### src/rtl/alu_pkg.sv
// +----------------------------------------------------------------------+
// | alu_pkg                                                              |
// | Op-code map, FSM state encoding and op classification helper.        |
// | Rev 1.0 - initial release                                            |
// +----------------------------------------------------------------------+
`default_nettype none

package alu_pkg;

  localparam logic [4:0] c_op_add   = 5'b00000;
  localparam logic [4:0] c_op_sub   = 5'b00001;
  localparam logic [4:0] c_op_and   = 5'b00010;
  localparam logic [4:0] c_op_or    = 5'b00011;
  localparam logic [4:0] c_op_xor   = 5'b00100;
  localparam logic [4:0] c_op_sll   = 5'b00101;
  localparam logic [4:0] c_op_srl   = 5'b00110;
  localparam logic [4:0] c_op_sra   = 5'b00111;
  localparam logic [4:0] c_op_slt   = 5'b01000;
  localparam logic [4:0] c_op_sltu  = 5'b01001;
  localparam logic [4:0] c_op_mul   = 5'b01010;
  localparam logic [4:0] c_op_mulhu = 5'b01011;
  localparam logic [4:0] c_op_divu  = 5'b01100;
  localparam logic [4:0] c_op_remu  = 5'b01101;
  localparam logic [4:0] c_op_div   = 5'b01110;
  localparam logic [4:0] c_op_rem   = 5'b01111;

  typedef enum logic [1:0] {
    IDLE = 2'd0,
    BUSY = 2'd1,
    DONE = 2'd2
  } state_t;

  function automatic logic is_iterative(input logic [4:0] op);
    return (op >= c_op_mul) && (op <= c_op_rem);
  endfunction

endpackage

`default_nettype wire

### src/rtl/muldiv_iter.sv
// +----------------------------------------------------------------------+
// | muldiv_iter                                                          |
// | Bit-serial shift-add multiplier / restoring divider, start/done.     |
// | Rev 1.0 - initial release                                            |
// +----------------------------------------------------------------------+
`default_nettype none

module muldiv_iter
  import alu_pkg::*;
#(
  parameter int WIDTH = 32
) (
  input  logic             clk,
  input  logic             rst,
  input  logic             i_start,
  input  logic [4:0]       i_op,
  input  logic [WIDTH-1:0] i_a,
  input  logic [WIDTH-1:0] i_b,
  output logic             o_done,
  output logic [WIDTH-1:0] o_result
);

  localparam int c_cnt_w = $clog2(WIDTH) + 1;
  localparam logic [c_cnt_w-1:0] c_last = c_cnt_w'(WIDTH - 1);

  logic               r_run;
  logic [c_cnt_w-1:0] r_cnt;
  logic [WIDTH-1:0]   r_hi;
  logic [WIDTH-1:0]   r_lo;
  logic [WIDTH-1:0]   r_b;
  logic [4:0]         r_op;
  logic               r_neg_q;
  logic               r_neg_r;

  logic             w_is_mul;
  logic             w_sgn;
  logic             w_last;
  logic [WIDTH:0]   w_sum;
  logic [WIDTH:0]   w_shift;
  logic             w_fits;
  logic [WIDTH-1:0] w_sub;
  logic [WIDTH-1:0] w_hi_n;
  logic [WIDTH-1:0] w_lo_n;
  logic [WIDTH-1:0] w_a_mag;
  logic [WIDTH-1:0] w_b_mag;

  assign w_is_mul = (r_op == c_op_mul) || (r_op == c_op_mulhu);
  assign w_sgn    = (i_op == c_op_div) || (i_op == c_op_rem);
  assign w_last   = r_run && (r_cnt == c_last);
  assign w_a_mag  = (w_sgn && i_a[WIDTH-1]) ? -i_a : i_a;
  assign w_b_mag  = (w_sgn && i_b[WIDTH-1]) ? -i_b : i_b;
  assign o_done   = w_last;

  // hi:lo is the product accumulator for multiply, remainder:quotient for divide
  always_comb begin
    w_sum   = {1'b0, r_hi} + (r_lo[0] ? {1'b0, r_b} : {(WIDTH+1){1'b0}});
    w_shift = {r_hi, r_lo[WIDTH-1]};
    w_fits  = (w_shift >= {1'b0, r_b});
    w_sub   = w_shift[WIDTH-1:0] - r_b;
    if (w_is_mul) begin
      w_hi_n = w_sum[WIDTH:1];
      w_lo_n = {w_sum[0], r_lo[WIDTH-1:1]};
    end else begin
      w_hi_n = w_fits ? w_sub : w_shift[WIDTH-1:0];
      w_lo_n = {r_lo[WIDTH-2:0], w_fits};
    end
    case (r_op)
      c_op_mul:   o_result = w_lo_n;
      c_op_mulhu: o_result = w_hi_n;
      c_op_divu:  o_result = w_lo_n;
      c_op_remu:  o_result = w_hi_n;
      c_op_div:   o_result = r_neg_q ? -w_lo_n : w_lo_n;
      c_op_rem:   o_result = r_neg_r ? -w_hi_n : w_hi_n;
      default:    o_result = '0;
    endcase
  end

  always_ff @(posedge clk or posedge rst) begin
    if (rst) begin
      r_run   <= 1'b0;
      r_cnt   <= '0;
      r_hi    <= '0;
      r_lo    <= '0;
      r_b     <= '0;
      r_op    <= '0;
      r_neg_q <= 1'b0;
      r_neg_r <= 1'b0;
    end else if (i_start) begin
      r_run   <= 1'b1;
      r_cnt   <= '0;
      r_hi    <= '0;
      r_lo    <= w_a_mag;
      r_b     <= w_b_mag;
      r_op    <= i_op;
      r_neg_q <= w_sgn && (i_a[WIDTH-1] ^ i_b[WIDTH-1]);
      r_neg_r <= w_sgn && i_a[WIDTH-1];
    end else if (r_run) begin
      r_hi  <= w_hi_n;
      r_lo  <= w_lo_n;
      r_cnt <= r_cnt + 1'b1;
      if (w_last) begin
        r_run <= 1'b0;
      end
    end
  end

endmodule

`default_nettype wire

### src/rtl/multicycle_alu.sv
// +----------------------------------------------------------------------+
// | multicycle_alu                                                       |
// | Handshaked execute-stage ALU: 1-cycle base ops, iterative mul/div.   |
// | Rev 1.0 - initial release                                            |
// +----------------------------------------------------------------------+
`default_nettype none

module multicycle_alu
  import alu_pkg::*;
#(
  parameter int WIDTH = 32
) (
  input  logic             clk,
  input  logic             rst,
  input  logic             in_valid,
  output logic             in_ready,
  input  logic [WIDTH-1:0] A,
  input  logic [WIDTH-1:0] B,
  input  logic [4:0]       ALU_control,
  output logic             out_valid,
  input  logic             out_ready,
  output logic [WIDTH-1:0] rd,
  output logic             Zero,
  output logic             busy
);

  localparam int c_sh_w = $clog2(WIDTH);

  state_t           r_state;
  logic [WIDTH-1:0] r_rd;
  logic             r_zero;

  logic              w_accept;
  logic              w_start;
  logic              w_special;
  logic              w_b_zero;
  logic              w_ovf;
  logic [c_sh_w-1:0] w_shamt;
  logic [WIDTH-1:0]  w_base_result;
  logic              w_md_done;
  logic [WIDTH-1:0]  w_md_result;

  assign in_ready  = (r_state == IDLE) || ((r_state == DONE) && out_ready);
  assign out_valid = (r_state == DONE);
  assign busy      = (r_state == BUSY);
  assign rd        = r_rd;
  assign Zero      = r_zero;

  assign w_accept = in_valid && in_ready;
  assign w_shamt  = B[c_sh_w-1:0];
  assign w_b_zero = (B == '0);
  assign w_ovf    = (A == {1'b1, {(WIDTH-1){1'b0}}}) && (B == '1);

  // Divide corner cases bypass the iterative unit and retire like base ops
  always_comb begin
    w_special = 1'b0;
    if ((ALU_control == c_op_divu) || (ALU_control == c_op_remu)) begin
      w_special = w_b_zero;
    end else if ((ALU_control == c_op_div) || (ALU_control == c_op_rem)) begin
      w_special = w_b_zero || w_ovf;
    end
  end

  assign w_start = w_accept && is_iterative(ALU_control) && !w_special;

  always_comb begin
    w_base_result = '0;
    case (ALU_control)
      c_op_add:  w_base_result = A + B;
      c_op_sub:  w_base_result = A - B;
      c_op_and:  w_base_result = A & B;
      c_op_or:   w_base_result = A | B;
      c_op_xor:  w_base_result = A ^ B;
      c_op_sll:  w_base_result = A << w_shamt;
      c_op_srl:  w_base_result = A >> w_shamt;
      c_op_sra:  w_base_result = $signed(A) >>> w_shamt;
      c_op_slt:  w_base_result = {{(WIDTH-1){1'b0}}, $signed(A) < $signed(B)};
      c_op_sltu: w_base_result = {{(WIDTH-1){1'b0}}, A < B};
      c_op_divu: w_base_result = '1;
      c_op_remu: w_base_result = A;
      c_op_div:  w_base_result = w_b_zero ? '1 : A;
      c_op_rem:  w_base_result = w_b_zero ? A : '0;
      default:   w_base_result = '0;
    endcase
  end

  muldiv_iter #(
    .WIDTH (WIDTH)
  ) u_muldiv_iter (
    .clk      (clk),
    .rst      (rst),
    .i_start  (w_start),
    .i_op     (ALU_control),
    .i_a      (A),
    .i_b      (B),
    .o_done   (w_md_done),
    .o_result (w_md_result)
  );

  always_ff @(posedge clk or posedge rst) begin
    if (rst) begin
      r_state <= IDLE;
      r_rd    <= '0;
      r_zero  <= 1'b0;
    end else begin
      case (r_state)
        IDLE, DONE: begin
          if (w_accept) begin
            if (w_start) begin
              r_state <= BUSY;
            end else begin
              r_state <= DONE;
              r_rd    <= w_base_result;
              r_zero  <= (w_base_result == '0);
            end
          end else if ((r_state == DONE) && out_ready) begin
            r_state <= IDLE;
          end
        end
        BUSY: begin
          if (w_md_done) begin
            r_state <= DONE;
            r_rd    <= w_md_result;
            r_zero  <= (w_md_result == '0);
          end
        end
        default: r_state <= IDLE;
      endcase
    end
  end

endmodule

`default_nettype wire

### config.mk
export PLATFORM = sky130hd
export DESIGN_NAME = multicycle_alu
export DESIGN_NICKNAME = d
export VERILOG_FILES = /design/src/rtl/alu_pkg.sv /design/src/rtl/muldiv_iter.sv /design/src/rtl/multicycle_alu.sv
export SDC_FILE = /design/constraint.sdc
export NUM_CORES = 1
export LEC_CHECK = 0
export CAP_MARGIN = 20
export CELL_PAD_IN_SITES_DETAIL_PLACEMENT = 0
export CELL_PAD_IN_SITES_GLOBAL_PLACEMENT = 1
export CORE_ASPECT_RATIO = 0.7
export CORE_MARGIN = 3
export CORE_UTILIZATION = 47
export DETAILED_ROUTE_END_ITERATION = 10
export PLACE_DENSITY = 0.88
export SLEW_MARGIN = 25
export SYNTH_ARGS = -nofsm -noshare
export SYNTH_HDL_FRONTEND = slang
export SYNTH_SLANG_ARGS = --single-unit
### constraint.sdc
create_clock -name clk -period 7.33 [get_ports clk]
set_input_delay 1.466 -clock clk [delete_from_list [all_inputs] [get_ports clk]]
set_output_delay 1.466 -clock clk [all_outputs]
set_load 0.005 [all_outputs]
After elaboration in Yosys (flattened, before gate mapping):

Cells that the tools add are included.

* reductions and logical operators: 28
* shifts and indexed selects: 3
* equal/unequal tests: 28
* add/sub/neg operators: 9
* mux-type cells: 36
* $lt $le $gt $ge: 5
* bitwise operators: 4

Operator list (number)
* two-way mux 32 bit: 17
* case mux 32 bit (14 select lines): 1
* negator 32 bit: 4
* case mux 32 bit (4 select lines): 1
* zero test 32 bit: 3
* equality test 32 bit, second input constant: 2
* < comparator 32 bit: 2
* case mux 32 bit (2 select lines): 1
* subtractor 32 bit: 2
* equality test 5 x 4 -> 1 bit, second input constant: 12
* adder 32 x 33 -> 33 bit: 1
* >= comparator 33 x 32 -> 1 bit: 1
* adder 32 bit: 1
* AND 32 bit: 1
* bitwise OR 32 bit: 1
* << shifter 32 x 5 -> 32 bit: 1
* right shift 32 x 5 -> 32 bit: 1
* >>> shifter 32 x 5 -> 32 bit: 1
* XOR 32 bit: 1
* equality test 5 x 3 -> 1 bit, second input constant: 4
* two-way mux 6 bit: 2
* equality test 5 x 2 -> 1 bit, second input constant: 2
* logical AND 1 bit: 10
* two-way mux 1 bit: 8
* other kinds (22): 33

* input port bits: 73
* flip-flop bits (word level): 145

Longest topological paths before layout:

* word-level depth: 10
* depth in mapped cells: 23

Hierarchy:

Synthesis repeated with hierarchy kept, for this count alone.

* cells, all modules: 3538
* area total of the unflattened synthesis: 25583.3 um2

By module, submodules not included
* muldiv_iter: cells an instance 1827, instances 1, area an instance 13275.2 um2
* multicycle_alu: cells an instance 1711, instances 1, area an instance 12308.1 um2

Least setup slack after synthesis:

Ideal clock, no wire load.

* kind: input port to flip-flop
* start point: input port B[2]
* end point: register r_rd[31], in the netlist rd[31]
* setup slack: 1.226 ns
* required time: 7.253 ns
* stages on the path: 20
* data arrival time: 6.026 ns
* path buffers: 4
* cell sequence: clkbuf_1 clkinv_1 buf_1 clkbuf_1 clkbuf_1 ha_1 inv_1 o21bai_1 a2111oi_0 o21ai_0 and3_1 or2_2 a21o_1 o31a_1 o41ai_1 nand3_1 nand3_1 o21ai_0 mux2_2 a21oi_1

* longest elaborated chain between the ends: 9
* elaborated cells on any way between the ends: 21
* classes of those cells: add/sub: 2; eq/ne: 2; shift: 3; mux: 8; reduce/logical: 6

Ends and longest elaborated chain
* start, declared: line multicycle_alu.sv:18 `input logic [WIDTH-1:0] B,`
* parallel branches: the longest is 9 deep, another holds subtractor 32 bit
* end signal, assigned: line multicycle_alu.sv:113 `r_rd <= w_base_result;`
* end signal, assigned: line multicycle_alu.sv:123 `r_rd <= w_md_result;`
* end, declared: line multicycle_alu.sv:30 `logic [WIDTH-1:0] r_rd;`

Several ways; the timed one is not identified. The select of a mux whose other input is x is not followed.
A chain may end at the register's enable or synchronous reset.

Final worst setup path:

* start point: register u_muldiv_iter.r_hi[27]
* end point: register r_zero, in the netlist Zero

* longest elaborated chain between the ends: 9
* elaborated cells on any way between the ends: 14
* classes of those cells: add/sub: 4; order compare: 1; mux: 8; reduce/logical: 1

Ends and longest elaborated chain
* start, declared: line muldiv_iter.sv:28 `logic [WIDTH-1:0] r_hi;`
* start signal, assigned: line muldiv_iter.sv:98 `r_hi <= w_hi_n;`
* subtractor 32 bit or >= comparator 33 x 32 -> 1 bit (tied branches): line muldiv_iter.sv:59, muldiv_iter.sv:58
* two-way mux 32 bit: line muldiv_iter.sv:64 `w_hi_n = w_fits ? w_sub : w_shift[WIDTH-1:0];`
* two-way mux 32 bit: line muldiv_iter.sv:60 `if (w_is_mul) begin`
* negator 32 bit: line muldiv_iter.sv:73 `c_op_rem: o_result = r_neg_r ? -w_hi_n : w_hi_n;`
* two-way mux 32 bit: line muldiv_iter.sv:73
* case mux 32 bit (4 select lines) *: line muldiv_iter.sv:67 `case (r_op)`
* zero test 32 bit *: line multicycle_alu.sv:124 `r_zero <= (w_md_result == '0);`
* two-way mux 1 bit *: line multicycle_alu.sv:121 `if (w_md_done) begin`
* case mux 1 bit (2 select lines) *: line multicycle_alu.sv:106 `case (r_state)`
* end signal, assigned: line multicycle_alu.sv:114 `r_zero <= (w_base_result == '0);`
* end signal, assigned: line multicycle_alu.sv:124
* end, declared: line multicycle_alu.sv:31 `logic r_zero;`

Mark *: on every way between the ends. The rest lies on a longest branch, timed or not. The select of a mux whose other input is x is not followed.

==> results.sh <==
export IMPL_fillCellCount=4858
export IMPL_yosysTopAreaCellShare_pct=15.19
export IMPL_postRouteAntennaNets=0
export IMPL_synth_area_mm2=0.02388
export IMPL_vias=28820
export IMPL_cts_tree="done"
export IMPL_dpl_cell_count=3930
export IMPL_rsz0062_at_grt="false"
export IMPL_r2r_start="u_muldiv_iter.r_hi[27]$_DFFE_PP0P_"
export IMPL_critPathTopFamily="simple AND/OR/NAND/NOR gates"
export IMPL_drt_iter0_markers=5327
export IMPL_synthFlopType="dfrtp_1"
export IMPL_p_sw_mw=6.084
export IMPL_via_per_inst=7.269
export IMPL_timing_fmax_mhz=148.2
export IMPL_pwr_share_seq_pct=14.4
export IMPL_min_from="rd[16]$_DFFE_PP0P_"
export IMPL_final_cells=3965
export IMPL_cp_cell_sequence="ha_1 -> nand4_1 -> nor3_2 -> nand2_1 -> o221a_2 -> nand2_2 -> a21oi_1 -> o21ai_0 -> buf_4 -> ha_1 -> inv_1 -> a221o_1 -> nor4_2 -> nand4_2 -> buf_4 -> nor3_2 -> nand2_1 -> a311oi_1 -> o211ai_1 -> or4_1 -> o31ai_1"
export IMPL_core_mm2=0.04977
export IMPL_crit_type="flip-flop to flip-flop"
export IMPL_routed_wl_mm=121.4
export IMPL_die_width_um=275.4
export IMPL_clk_latency_ns=0.46
export IMPL_grt_pass1_wl_mm=175.3
export IMPL_finalSetupViolations=0
export IMPL_cts_buffers=17
export IMPL_fin_skew_ns=0.01581
export IMPL_fin_crit_sh_pct=92.03
export IMPL_finalMaxSlewViolations=0
export IMPL_wl_per_cell_um=30.63
export IMPL_min_path_type="flip-flop to flip-flop"
export IMPL_grt_use_total_pct=43.74
export IMPL_p_int_mw=4.636
export IMPL_end_kind="flip-flop"
export IMPL_multi_input_area_mm2=0.01872
export IMPL_p_comb_share_pct=76.4
export IMPL_fin_hold_ws_ns=0.5126
export IMPL_clock_path_buffers=2
export IMPL_grt_overflow_total=0
export IMPL_critPathSlowestCell="or4_1"
export IMPL_die_h_um=194.6
export IMPL_critPathMaxFanout=15
export IMPL_place_congestion=1.147
export IMPL_synthCells=3279
export IMPL_ctsHoldBuffers=0
export IMPL_powerDensity_mw_per_mm2=404.7
export IMPL_rows=68
export IMPL_yosys_warnings=0
export IMPL_outcome="complete, no violations"
export IMPL_max_stage_delay_ns=0.66
export IMPL_hold_viol=0
export IMPL_cts_sinks=145
export IMPL_root_buffer="clkbuf_16"
export IMPL_maxCapViolCount=0
export IMPL_syn2layout_area_growth_pct=10.93
export IMPL_dp_final_hpwl_mm=96.41
export IMPL_synth_area_leaders="dfrtp_1 15%, ha_1 8.7%, o21ai_0 5.7%"
export IMPL_min_period_ns=6.746
export IMPL_register_area_mm2=0.003632
export IMPL_startpoint="u_muldiv_iter.r_hi[27]$_DFFE_PP0P_"
export IMPL_clk_pin_slew_worst_paths_ns=0.07
export IMPL_synth_edf_count=0
export IMPL_yosysSeqAreaShare_pct=15.19
export IMPL_ys_async_sr_fraction_pct=100.0
export IMPL_synth_nets=3523
export IMPL_synthTopCellsByCount="339 x nand2_1, 314 x nor2_1, 270 x o21ai_0"
export IMPL_first_pass_iters=7
export IMPL_cts_setup_buffers=0
export IMPL_ir_worst_vdd_uv=293.5
export IMPL_ios=109
export IMPL_grt_max_degree=98
export IMPL_ys_types=107
export IMPL_fin_nets=3529
export IMPL_crit_path_start_kind="flip-flop"
export IMPL_drive_gt1_share_pct=9.281
export IMPL_maxSlewHeadroom_pct=25.83
export IMPL_critPathBufInv=3
export IMPL_grt_antenna_before_repair=6
export IMPL_drcViolationCount=0
export IMPL_tightest_slew_ns=1.113
export IMPL_fin_tns_setup_ns=0
export IMPL_sw_frac_of_total_pct=56.75
export IMPL_dieArea_mm2=0.05359
export IMPL_syn_area_per_cell_um2=7.283
export IMPL_p_leak_nw=10.88
export IMPL_yosysMostFrequentCell="nand2_1"
export IMPL_grt_pass1_vias=25800
export IMPL_cp_arrival_ns=7.10
export IMPL_clock_power_share_pct=9.2
export IMPL_start_util_pct=47.98
export IMPL_ctsResizeCount=0
export IMPL_worstPathRequired_ns=7.69
export IMPL_ctsHtreeMaxLevel=4
export IMPL_netlist_top_cell_by_area="dfrtp_1"
export IMPL_port_buffers=108
export IMPL_ys_ff_latch=145
[area by class of cell]
cell class / instances / area share, %
Multi-Input combinational cell: 2720 / 70.66
Inverter: 168 / 2.399
Sequential cell: 145 / 13.71
Timing Repair Buffer: 233 / 7.689
Tap cell: 665 / 3.141
Antenna cell: 3 / 0.02834
Clock buffer: 18 / 1.620
Clock inverter: 13 / 0.7510
[sequential cells by signal, summed over array words and instances (netlist names)]
name,cells
rd,32
u_muldiv_iter.r_b,32
u_muldiv_iter.r_hi,32
u_muldiv_iter.r_lo,32
u_muldiv_iter.r_cnt,6
u_muldiv_iter.r_op,5
r_state,2
Zero,1
u_muldiv_iter.r_neg_q,1
u_muldiv_iter.r_neg_r,1
u_muldiv_iter.r_run,1
[through the flow]
step / worst slack [ns] / utilization [%] / power (mW) / instance area (um^2)
2_1_floorplan: 1.226 / - / 6.840 / 23880
3_3_place_gp: 0.7532 / 51.90 / 9.107 / 25830
3_5_place_dp: 0.6341 / 51.90 / 9.251 / 25830
4_1_cts: 1.022 / 53.16 / 10.28 / 26460
5_1_grt: 0.3976 / 53.21 / 11.27 / 26480
6_report: 0.5844 / 53.23 / 10.72 / 26490
[per-layer routing]
metal,share of wire (%),vias to the layer above,global-route usage [%]
met5,0.16,-,1.270
met4,2.7,12,10.06
met3,18,228,21.15
met2,36,2450,54.33
met1,43,13930,65.81
li1,-,12210,-
[kinds of logic (layout without fill, tap and decap cells)]
family          count (synthesis)  after routing  share of synthesized area (%)
mux                           163            163                          9.918
simple gates                 1132           1132                          22.88
compound gates               1106           1106                          30.76
buf+inv                       414            432                          6.738
fa+ha+maj                     171            171                          9.085
other cells                     0              3                              0
xor+xnor                      148            148                          5.428
flops                         145            145                          15.19
[path summary, 6_finish.rpt]
path / to / slack [ns] / depth (start not counted)
min: rd[16]$_DFFE_PP0P_ / 0.51 / 1
min in group asynchronous: u_muldiv_iter.r_lo[2]$_DFFE_PP0P_ / 1.49 / 2
max reg2reg: Zero$_DFFE_PP0P_ / 0.58 / 21
min reg2reg: rd[16]$_DFFE_PP0P_ / 0.51 / 1
max: Zero$_DFFE_PP0P_ / 0.58 / 21
max in group asynchronous: u_muldiv_iter.r_run$_DFF_PP0_ / 4.68 / 3
[cells in the final DEF, fill, tap and decap left out, types with 20 or more instances in the layout]
cell / Yosys / layout
nor2b_1: 22 / 21
a221oi_1: 41 / 41
xor2_1: 41 / 41
o21ai_0: 270 / 270
mux4_2: 57 / 57
o31ai_1: 24 / 24
or3_1: 31 / 31
a211oi_1: 47 / 47
ha_1: 167 / 167
nand2_1: 339 / 339
nand4_1: 49 / 49
nand3_1: 87 / 86
o21a_1: 29 / 29
mux2i_1: 89 / 89
inv_1: 164 / 163
buf_4: 4 / 124
nor2_1: 314 / 314
and2_1: 54 / 54
o211ai_1: 71 / 71
a31oi_1: 49 / 49
xnor2_1: 107 / 107
nor4_1: 33 / 30
nor3_1: 67 / 67
o22ai_1: 31 / 31
a21o_1: 44 / 44
a21oi_1: 250 / 250
clkdlybuf4s50_1: 0 / 103
nand2b_1: 20 / 20
dfrtp_1: 145 / 144
[power by group through the flow]
stage | registers, mW | logic [mW] | clock network (mW)
2_1_floorplan | 1.39 | 5.45 | 0
3_3_place_gp | 1.52 | 7.59 | 0
3_5_place_dp | 1.53 | 7.72 | 0
4_1_cts | 1.53 | 7.77 | 0.979
5_1_grt | 1.58 | 8.67 | 1.02
6_report | 1.55 | 8.19 | 0.984
Power figures use the tool's default switching activity.
